**src/rtl/i2c_bit_master.sv**
```systemverilog
// Bit-level I2C master: START/rSTART/STOP and single data bits on open-drain SCL/SDA.
// Define I2C_CLK_STRETCH_EN to hold high-phase timing until slaves release SCL.
module i2c_bit_master #(
    parameter int US       = 50,
    parameter int I2C_MODE = 0
) (
    input  logic       clk,
    input  logic       rst,
    input  logic       cmd_valid,
    output logic       cmd_ready,
    input  logic [1:0] cmd,
    input  logic       din,
    output logic       dout,
    output logic       done,
    output logic       err,
    output logic       arb_lost,
    input  logic       bby,
    input  logic       scl_i,
    input  logic       sda_i,
    output logic       scl_oe,
    output logic       sda_oe
);

    function automatic int cyc(input int t10);
        int c;
        c = (t10 * US + 9) / 10;
        return (c < 1) ? 1 : c;
    endfunction

    function automatic int max2(input int a, input int b);
        return (a > b) ? a : b;
    endfunction

    localparam int T_LOW  = cyc((I2C_MODE != 0) ? 13 : 47);
    localparam int T_HIGH = cyc((I2C_MODE != 0) ? 6 : 40);
    localparam int T_SUSA = cyc((I2C_MODE != 0) ? 6 : 47);
    localparam int T_HDSA = cyc((I2C_MODE != 0) ? 6 : 40);
    localparam int T_SUSO = cyc((I2C_MODE != 0) ? 6 : 40);
    localparam int T_BUF  = cyc((I2C_MODE != 0) ? 13 : 47);
    localparam int T_MAX  = max2(max2(max2(T_LOW, T_HIGH), max2(T_SUSA, T_HDSA)),
                                 max2(T_SUSO, T_BUF));
    localparam int CW     = $clog2(T_MAX) + 1;

    typedef logic [CW-1:0] cnt_t;

    function automatic cnt_t ld(input int n);
        return cnt_t'(n - 1);
    endfunction

    localparam logic [1:0] C_START = 2'd0;
    localparam logic [1:0] C_STOP  = 2'd1;
    localparam logic [1:0] C_WRITE = 2'd2;
    localparam logic [1:0] C_READ  = 2'd3;

    typedef enum logic [3:0] {
        IDLE, STA_SU, STA_HD, OWN, BIT_LO, BIT_HI, STO_LO, STO_SU, STO_BUF
    } state_t;

    state_t state, state_n;
    cnt_t   cnt, cnt_n;
    logic   scl_n, sda_n, done_n, err_n, arb_n, dout_n;
    logic   rd, rd_n, rs, rs_n, rdy_r, rdy_n;
    logic   last, hi_ok, arb_hit, accept;

`ifdef I2C_CLK_STRETCH_EN
    assign hi_ok = scl_i;
`else
    assign hi_ok = 1'b1;
`endif

    assign last      = (cnt == '0);
    assign arb_hit   = ~sda_oe & ~sda_i & scl_i;
    assign cmd_ready = rdy_r & ~((state == IDLE) & bby);
    assign accept    = cmd_valid & cmd_ready;

    always_comb begin
        state_n = state;
        cnt_n   = last ? cnt : cnt - cnt_t'(1);
        scl_n   = scl_oe;
        sda_n   = sda_oe;
        done_n  = 1'b0;
        err_n   = 1'b0;
        arb_n   = 1'b0;
        dout_n  = dout;
        rd_n    = rd;
        rs_n    = rs;
        unique case (state)
            IDLE: begin
                if (accept) begin
                    if (cmd == C_START) begin
                        state_n = STA_SU;
                        cnt_n   = ld(T_SUSA);
                        scl_n   = 1'b0;
                        sda_n   = 1'b0;
                    end else begin
                        err_n = 1'b1;
                    end
                end
            end
            STA_SU: begin
                if (!hi_ok) cnt_n = cnt;
                if (arb_hit) begin
                    state_n = IDLE;
                    arb_n   = 1'b1;
                end else if (last && hi_ok) begin
                    state_n = STA_HD;
                    cnt_n   = ld(T_HDSA);
                    sda_n   = 1'b1;
                end
            end
            STA_HD: begin
                if (last) begin
                    state_n = OWN;
                    scl_n   = 1'b1;
                    done_n  = 1'b1;
                end
            end
            OWN: begin
                if (accept) begin
                    cnt_n = ld(T_LOW);
                    rs_n  = 1'b0;
                    rd_n  = 1'b0;
                    unique case (1'b1)
                        cmd == C_START: begin
                            state_n = BIT_LO;
                            sda_n   = 1'b0;
                            rs_n    = 1'b1;
                        end
                        cmd == C_STOP: begin
                            state_n = STO_LO;
                            sda_n   = 1'b1;
                        end
                        cmd == C_WRITE: begin
                            state_n = BIT_LO;
                            sda_n   = ~din;
                        end
                        cmd == C_READ: begin
                            state_n = BIT_LO;
                            sda_n   = 1'b0;
                            rd_n    = 1'b1;
                        end
                        default: state_n = OWN;
                    endcase
                end
            end
            BIT_LO: begin
                if (last) begin
                    scl_n   = 1'b0;
                    state_n = rs ? STA_SU : BIT_HI;
                    cnt_n   = rs ? ld(T_SUSA) : ld(T_HIGH);
                end
            end
            BIT_HI: begin
                if (!hi_ok) cnt_n = cnt;
                if (arb_hit && !rd) begin
                    state_n = IDLE;
                    arb_n   = 1'b1;
                end else if (last && hi_ok) begin
                    state_n = OWN;
                    dout_n  = sda_i;
                    scl_n   = 1'b1;
                    done_n  = 1'b1;
                end
            end
            STO_LO: begin
                if (last) begin
                    state_n = STO_SU;
                    cnt_n   = ld(T_SUSO);
                    scl_n   = 1'b0;
                end
            end
            STO_SU: begin
                if (!hi_ok) cnt_n = cnt;
                if (arb_hit) begin
                    state_n = IDLE;
                    arb_n   = 1'b1;
                end else if (last && hi_ok) begin
                    state_n = STO_BUF;
                    cnt_n   = ld(T_BUF);
                    sda_n   = 1'b0;
                end
            end
            STO_BUF: begin
                if (last) begin
                    state_n = IDLE;
                    done_n  = 1'b1;
                end
            end
            default: state_n = IDLE;
        endcase
        // losing the bus frees both lines at once
        if (arb_n) begin
            cnt_n = '0;
            scl_n = 1'b0;
            sda_n = 1'b0;
        end
        rdy_n = (state_n == IDLE) || (state_n == OWN);
    end

    always_ff @(posedge clk or negedge rst) begin
        if (!rst) begin
            state    <= IDLE;
            cnt      <= '0;
            scl_oe   <= 1'b0;
            sda_oe   <= 1'b0;
            done     <= 1'b0;
            err      <= 1'b0;
            arb_lost <= 1'b0;
            dout     <= 1'b1;
            rd       <= 1'b0;
            rs       <= 1'b0;
            rdy_r    <= 1'b0;
        end else begin
            state    <= state_n;
            cnt      <= cnt_n;
            scl_oe   <= scl_n;
            sda_oe   <= sda_n;
            done     <= done_n;
            err      <= err_n;
            arb_lost <= arb_n;
            dout     <= dout_n;
            rd       <= rd_n;
            rs       <= rs_n;
            rdy_r    <= rdy_n;
        end
    end

endmodule
```
**config.mk**
```make
export PLATFORM = sky130hd
export DESIGN_NAME = i2c_bit_master
export DESIGN_NICKNAME = d
export VERILOG_FILES = /design/src/rtl/i2c_bit_master.sv
export SDC_FILE = /design/constraint.sdc
export NUM_CORES = 1
export LEC_CHECK = 0
export ABC_CLOCK_PERIOD_IN_PS = 2900
export CORE_ASPECT_RATIO = 0.6
export CORE_UTILIZATION = 40
export DETAILED_ROUTE_END_ITERATION = 8
export PLACE_DENSITY = 0.56
export SLEW_MARGIN = 20
export SYNTH_ARGS = -nofsm -noshare
export SYNTH_HDL_FRONTEND = slang
export SYNTH_SLANG_ARGS = --single-unit
```
**constraint.sdc**
```tcl
create_clock -name clk -period 2.9 [get_ports clk]
set_input_delay 0.435 -clock clk [delete_from_list [all_inputs] [get_ports clk]]
set_output_delay 0.435 -clock clk [all_outputs]
set_load 0.02 [all_outputs]
```
After elaboration in Yosys (flattened, before gate mapping) --
Index checks and enable logic that the tools add are counted.
Storage, ports and cells: flip-flop bits (word level) 22, output and inout bits 7, logic and storage cells 114
Operators by class: $add $sub $neg 1, equality and inequality tests 22, multiplexer cells 52, bitwise gates (word level) 10, reduce and logical (&&, ||, !) cells 18
Operators with widths (count):
- 2-to-1 mux 9 bit | 10
- one-hot mux 9 bit (6 select lines) | 1
- 2-to-1 mux 4 bit | 12
- one-hot mux 4 bit (9 select lines) | 1
- inequality test 3 bit, second input constant | 7
- 2-to-1 mux 1 bit | 20
- == test 4 x 3 -> 1 bit, second input constant | 4
- == test 4 x 2 -> 1 bit, second input constant | 3
- nonzero test 5 bit | 2
- zero test 9 bit | 1
- AND reduction 9 bit | 1
- subtractor 9 x 1 -> 9 bit, second input constant | 1
- zero test 4 bit | 2
- one-hot mux 1 bit (4 select lines) | 2
- OR reduction 2 bit | 4
- 2-to-1 mux 6 bit | 1
- one-hot mux 3 bit (2 select lines) | 1
- bitwise AND 1 bit | 5
- inequality test 5 bit, second input constant | 1
- inverter 1 bit | 5
- AND reduction 5 bit | 1
- == test 2 bit, second input constant | 2
- == test 4 x 1 -> 1 bit, second input constant | 1
- == test 4 bit, second input constant | 1
- 13 further kinds | 14

Logic depth before layout (Yosys ltp) --
Gate-level depths: netlist (run 1).
depth in word-level cells 9, mapped depth 10, mapped depth without buffers 10

Worst setup path after synthesis (run 1) --
No wires, ideal clock.
path kind register -> register, from reg cnt[0], to reg cnt[2], arrival 2106 ps, data required time 2822 ps, slack 716 ps, cell stages (with the launch flop) 9, path buffers 0, clock period less this slack 2184 ps, cells stage by stage dfrtp_1 inv_1 ha_1 or4b_4 nor3_4 inv_2 or3_4 o21bai_1 a21oi_1
On the way: longest elaborated chain between the ends 6
Ends and longest elaborated chain:
- start, declared | line 60 | cnt_t cnt, cnt_n;
- start signal, assigned | line 215 | cnt <= cnt_n;
- subtractor 9 x 1 -> 9 bit or zero test 9 bit (tied branches) | line 78, 71
- 2-to-1 mux 9 bit | line 78 | cnt_n = last ? cnt : cnt - cnt_t'(1);
- 2-to-1 mux 9 bit (on tied branches) | line 177, 166, 90
- 2-to-1 mux 9 bit (on tied branches) | line 174, 102, 89
- one-hot mux 9 bit (6 select lines) * | line 87 | unique case (state)
- 2-to-1 mux 9 bit * | line 192 | if (arb_n) begin
- via cnt_n[2] | line 60
The timed path passes the listed nets; every way through them passes the cells marked *. A chain may end at the register's enable or synchronous reset.

Worst setup path after layout (run 1) --
from reg cnt[0], to reg cnt[1]
The elaborated chain is that of the path after synthesis.

==> flow_summary.toml, run 1 <==
[outcome]
status = "finished, final reports clean"

[detailed_routing]
route.vias.total = 1550
routed_wl_microns = 4448
dr.pass1.iters = 5
via_per_inst = 6.102
drcViolationCount = 0
post_drt_wl_per_cell_microns = 17.51
antenna_left = 0
drt_iter0_markers = 162

[critical_path]
startpoint = "cnt[0]$_DFF_PN0_"
cp-endpoint = "cnt[1]$_DFF_PN0_"
crit_type = "reg -> reg"
cp_slowest_cell = "or4b_4"
required_ns = 3.10
cp_max_fo = 11
worstSetupStartpointType = "flip-flop"
end_kind = "flip-flop"
reg2reg_depth = 8
cp_cell_sequence = "inv_1 > ha_1 > or4b_4 > nor3_4 > inv_2 > or3_4 > o21ai_2 > o21ba_1"
slowest_delay_ns = 0.52
timing.rr.start = "cnt[0]$_DFF_PN0_"
arrival_ns = 2.70
r2r_end = "cnt[1]$_DFF_PN0_"
reg2reg_slack_ns = 0.40

[floorplanning]
core_area_sq_um = 3829
initial_utilization_pct = 43.76
dieArea_sq_um = 4460
pin_count = 16
die_width_microns = 85.55
rows = 17
die_h_microns = 52.13

[timing]
finalSetupTns_ns = 0
drv_slew = 0
setup_viol = 0
fin_skew_ns = 0.006026
tightest_slew_ns = 0.6438
min_period_over_period_pct = 86.04
rsz0062_at_grt = "false"
hold_viol = 0
max_slew_margin_pct = 57.08
period_needed_ns = 2.495
max_freq_mhz = 400.8

[yosys]
synthTopCellsByArea = "dfrtp_1 31%, ha_1 5.2%, nor2_1 4.0%"
netlist_area_sq_um = 1675
postSynthAreaPerCell_sq_um = 8.681
synthesis.nets = 209
synthCells = 193
synth_ff_type = "dfrtp_1"
synth_top_area_cell = "dfrtp_1"
synth_edf_count = 0
ys_ff_latch = 22
synth_top_area_share_pct = 31.37
yosysSeqAreaShare_pct = 32.94
synth_warnings = 0
netlist-cell-type-count = 56
ys_async_sr_fraction_pct = 100.0

[cells_and_area]
mostFrequentLayoutCell = "dfrtp_1"
area_growth_pct = 15.38
fin_nets = 224
final_cell_mix = "21 x dfrtp_1, 18 x nor2_1, 15 x clkdlybuf4s50_1"
multiInputGateArea_sq_um = 1054
n_fill_cell = 375
diodes = 0
drive_gt1_share_pct = 10.63
seq_area_sq_um = 551.8
fin_util_pct = 50.49

[placed_design]
hpwlAfterDp_microns = 3335
portBuffers = 15
gp_congestion = 0.8695

[clocking]
post_cts_resized = 0
cts_hold_buf = 0
post_cts_buffers = 0
clockBufferDepth = 2
htreeDepth = 1
insertion_delay_ns = 0.26
cts.root.buffer_cell = "clkbuf_8"
cts_tree = "yes"
cts_buffers = 3
cts_sinks = 22
clk_pin_slew_ns = 0.08

[power]
vdd_ir_drop_max_mv = 0.3221
p_per_area_nw_per_um2 = 748.6
leakagePower_nw = 0.7927

[global_routing]
gr-total-overflow = 0
grt_pass1_vias = 1414
antenna_found_initial = 0
grt_pass1_wl_microns = 7403
grt_max_degree = 24
grt_use_total_pct = 22.26

[run]
drv_cap = 0

[hold_path]
hold_class = "in -> async"
==> logic make-up (layout without fill, tap and decap cells) <==
family,Yosys count,count (layout),synth area share (%)
DFF,22,22,32.94
adders and majority gates,8,8,5.825
and+or+nand+nor,79,79,27.78
xor gates and xnor gates,3,3,1.569
muxes,9,9,5.601
AOI/OAI and AO/OA,54,54,22.11
buffers and inverters,18,32,4.182
==> critical path: cells and delay by family (launching register included) <==
kind	cells	cell delay, ns
simple gates	3	1.08
flops	1	0.42
compound gates	2	0.36
fa+ha+maj	1	0.32
buf+inv	2	0.25
==> power by group <==
part / internal, mW / total, mW / switching [mW]
registers: 0.396 / 0.533 / 0.137
logic: 0.326 / 0.691 / 0.366
clock network: 0.121 / 0.223 / 0.102
total: 0.843 / 1.45 / 0.604
==> flip-flops by register name (all words and copies together) (netlist names) <==
register,cells
cnt,9
state,4
arb_lost,1
done,1
dout,1
err,1
rd,1
rdy_r,1
rs,1
scl_oe,1
sda_oe,1
==> metrics by stage <==
step / std cells / setup WS, ns / power [mW] / area [sq um] / hold slack, ns
detailed placement: 250 / 0.1800 / 1.216 / 1878 / 0.5346
global placement: 250 / 0.1408 / 1.203 / 1878 / 0.5301
finish: 254 / 0.4049 / 1.447 / 1933 / 0.5128
CTS: 254 / 0.4110 / 1.445 / 1933 / 0.5246
global route: 254 / 0.2298 / 1.574 / 1933 / 0.5445
floorplan: 193 / 0.7159 / 1.011 / 1675 / 0.1394
==> layout make-up <==
type                       count  share of cell area (%)
timing repair buffer          19                   9.320
inverter                       9                   1.748
multi-input combinational    153                   54.50
tap                           47                   3.042
sequential                    22                   28.54
clock buffer                   4                   2.848
==> cell usage after synthesis (4+ instances only) <==
cell,number
a21oi_1,11
clkbuf_1,7
dfrtp_1,21
ha_1,7
inv_1,7
mux2i_1,6
nand2_1,12
nand2b_1,8
nand3_1,5
nor2_1,18
nor2b_1,4
nor3_1,5
o21ai_0,11
==> metal layers <==
metal | routed length [microns] | part of all wire, % | vias up | track usage (%)
met4 | 21 | 0.47 | 0 | 2.500
met2 | 1705 | 38 | 80 | 29.33
met3 | 432 | 9.7 | 4 | 5.556
met1 | 2289 | 51 | 725 | 36.01
met5 | 0 | 0 | - | 0
li1 | - | - | 741 | -
==> worst min-delay path by stage <==
stage                              end  cells past startpoint
finish              state[2]$_DFF_PN0_                      2
global route        state[2]$_DFF_PN0_                      2
CTS                      err$_DFF_PN0_                      2
detailed placement  scl_oe$_DFFE_PN0P_                      2
global placement    scl_oe$_DFFE_PN0P_                      2
floorplan           arb_lost$_DFF_PN0_                      0
Power figures use the tool's default switching activity.
==> inputs of run 2 (changes only) <==
GPL_TIMING_DRIVEN = 0   (was default)
==> flow_summary.toml, run 2 (same netlist as run 1, synthesis figures left out) <==
[cells_and_area]
final_cell_mix = "21 x dfrtp_1, 18 x nor2_1, 14 x clkdlybuf4s50_1"
area_growth_pct = 16.50
n_fill_cell = 397
stdcell_area_sq_um = 1952
reg_top3 = "cnt: 9 flops, state: 4 flops"
largest_reg_flops = 9
seq_area_sq_um = 551.8
top_register = "cnt"
diodes = 0
fin_nets = 229
multiInputGateArea_sq_um = 1054
drive_gt1_share_pct = 10.38
mostFrequentLayoutCell = "dfrtp_1"

[power]
p_seq_share_pct = 33.1
pwr-share-comb_pct = 47.9
p_per_area_nw_per_um2 = 776.0
pwr-share-clk_pct = 19.0
p_sw_share_pct = 39.90
vdd_ir_drop_max_mv = 0.3858
p_int_uw = 910.4
leakagePower_nw = 0.8007
power.switching_uw = 604.4

[detailed_routing]
via_per_inst = 6.112
dr.pass1.iters = 4
drcViolationCount = 0
routed_wl_microns = 4621
route.vias.total = 1583
antenna_left = 0
drt_iter0_markers = 163
post_drt_wl_per_cell_microns = 17.84

[clocking]
cts_sinks = 22
post_cts_buffers = 0
insertion_delay_ns = 0.27
clockBufferDepth = 2
cts_buffers = 3
clk_pin_slew_ns = 0.09
cts_tree = "yes"
cts.root.buffer_cell = "clkbuf_8"
htreeDepth = 1

[run]
drv_cap = 0

[timing]
min_period_over_period_pct = 89.64
setup_viol = 0
max_freq_mhz = 384.7
hold_viol = 0
finalSetupTns_ns = 0
fin_skew_ns = 0.008104
max_slew_margin_pct = 33.03
drv_slew = 0
rsz0062_at_grt = "false"
period_needed_ns = 2.600
tightest_slew_ns = 1.002

[floorplanning]
pin_count = 16
die_width_microns = 85.55
core_area_sq_um = 3829
initial_utilization_pct = 43.76
die_h_microns = 52.13
dieArea_sq_um = 4460
rows = 17

[placed_design]
placed_area_sq_um = 1884
gp_congestion = 0.8801
portBuffers = 15
hpwlAfterDp_microns = 3602

[critical_path]
worstSetupStartpointType = "flip-flop"
cp_slowest_cell = "clkdlybuf4s50_1"
cp_cell_sequence = "clkbuf_1 > clkbuf_2 > nor2_1 > a31oi_1 > clkdlybuf4s50_1"
crit_type = "reg -> out"
timing.rr.start = "cnt[0]$_DFF_PN0_"
arrival_ns = 2.16
crit_buf_inv = 3
slowest_delay_ns = 0.62
required_ns = 2.47
end_kind = "output pin"
startpoint = "state[2]$_DFF_PN0_"
critPathTopFamily = "buffers and inverters"
cp_max_fo = 10

[global_routing]
grt_pass1_vias = 1415
grt_max_degree = 23
antenna_found_initial = 0
grt_use_total_pct = 22.66
gr-total-overflow = 0
grt_pass1_wl_microns = 7514

[outcome]
status = "finished, final reports clean"

[hold_path]
hold_class = "in -> async"
run 2: path summary, 6_finish.rpt:
| kind | to | slack [ns] | cells after the start |
|---|---|---|---|
| min | cnt[5]$_DFF_PN0_ | 0.13 | 1 |
| min in group clk | scl_oe$_DFFE_PN0P_ | 0.55 | 2 |
| min reg2reg | scl_oe$_DFFE_PN0P_ | 0.55 | 2 |
| max in group asynchronous | dout$_DFFE_PN1P_ | 2.42 | 1 |
| max reg2reg | cnt[1]$_DFF_PN0_ | 0.36 | 8 |
| max | cmd_ready | 0.30 | 5 |
run 2: power by group through the flow:
stage / sequential [mW] / combinational [mW] / clock (mW)
2_1_floorplan: 0.496 / 0.516 / 0
5_1_grt: 0.517 / 0.806 / 0.312
3_3_place_gp: 0.500 / 0.704 / 0
3_5_place_dp: 0.504 / 0.715 / 0
6_report: 0.502 / 0.725 / 0.288
4_1_cts: 0.499 / 0.720 / 0.297
run 2: layout make-up:
| class | instances | share of cell area, % |
|---|---|---|
| buffer | 9 | 1.923 |
| clock buffer | 3 | 2.115 |
| clock inverter | 1 | 1.538 |
| inverter | 9 | 1.731 |
| multi-input combinational | 153 | 53.97 |
| sequential | 22 | 28.27 |
| tap | 47 | 3.013 |
| timing repair buffer | 15 | 7.436 |
run 2: through the flow:
| stage | total power, mW | instances | worst slack [ns] | utilization, % | hold WS [ns] |
|---|---|---|---|---|---|
| floorplan | 1.011 | 193 | 0.7159 | - | 0.1394 |
| global placement | 1.204 | 255 | 0.1181 | 49.22 | 0.5274 |
| detailed placement | 1.219 | 255 | 0.1266 | 49.22 | 0.5505 |
| CTS | 1.516 | 259 | 0.1582 | 51.08 | 0.5669 |
| global route | 1.635 | 259 | 0.1154 | 50.98 | 0.1627 |
| finish | 1.515 | 259 | 0.3005 | 50.98 | 0.1271 |
run 2: repair_timing:
action | in CTS | in global routing
setup endpoints to repair | 0 | 1
hold buffers | 0 | 0
resized for setup | 0 | 2
endpoints found under the hold margin | 0 | 0
run 2: routing by layer:
| metal | global-route usage (%) | routed length [microns] | vias to the layer above |
|---|---|---|---|
| met3 | 4.286 | 326 | 2 |
| met4 | 1.667 | 7 | 0 |
| li1 | - | - | 764 |
| met2 | 33.47 | 1793 | 69 |
| met5 | 0 | 0 | - |
| met1 | 35.16 | 2494 | 748 |
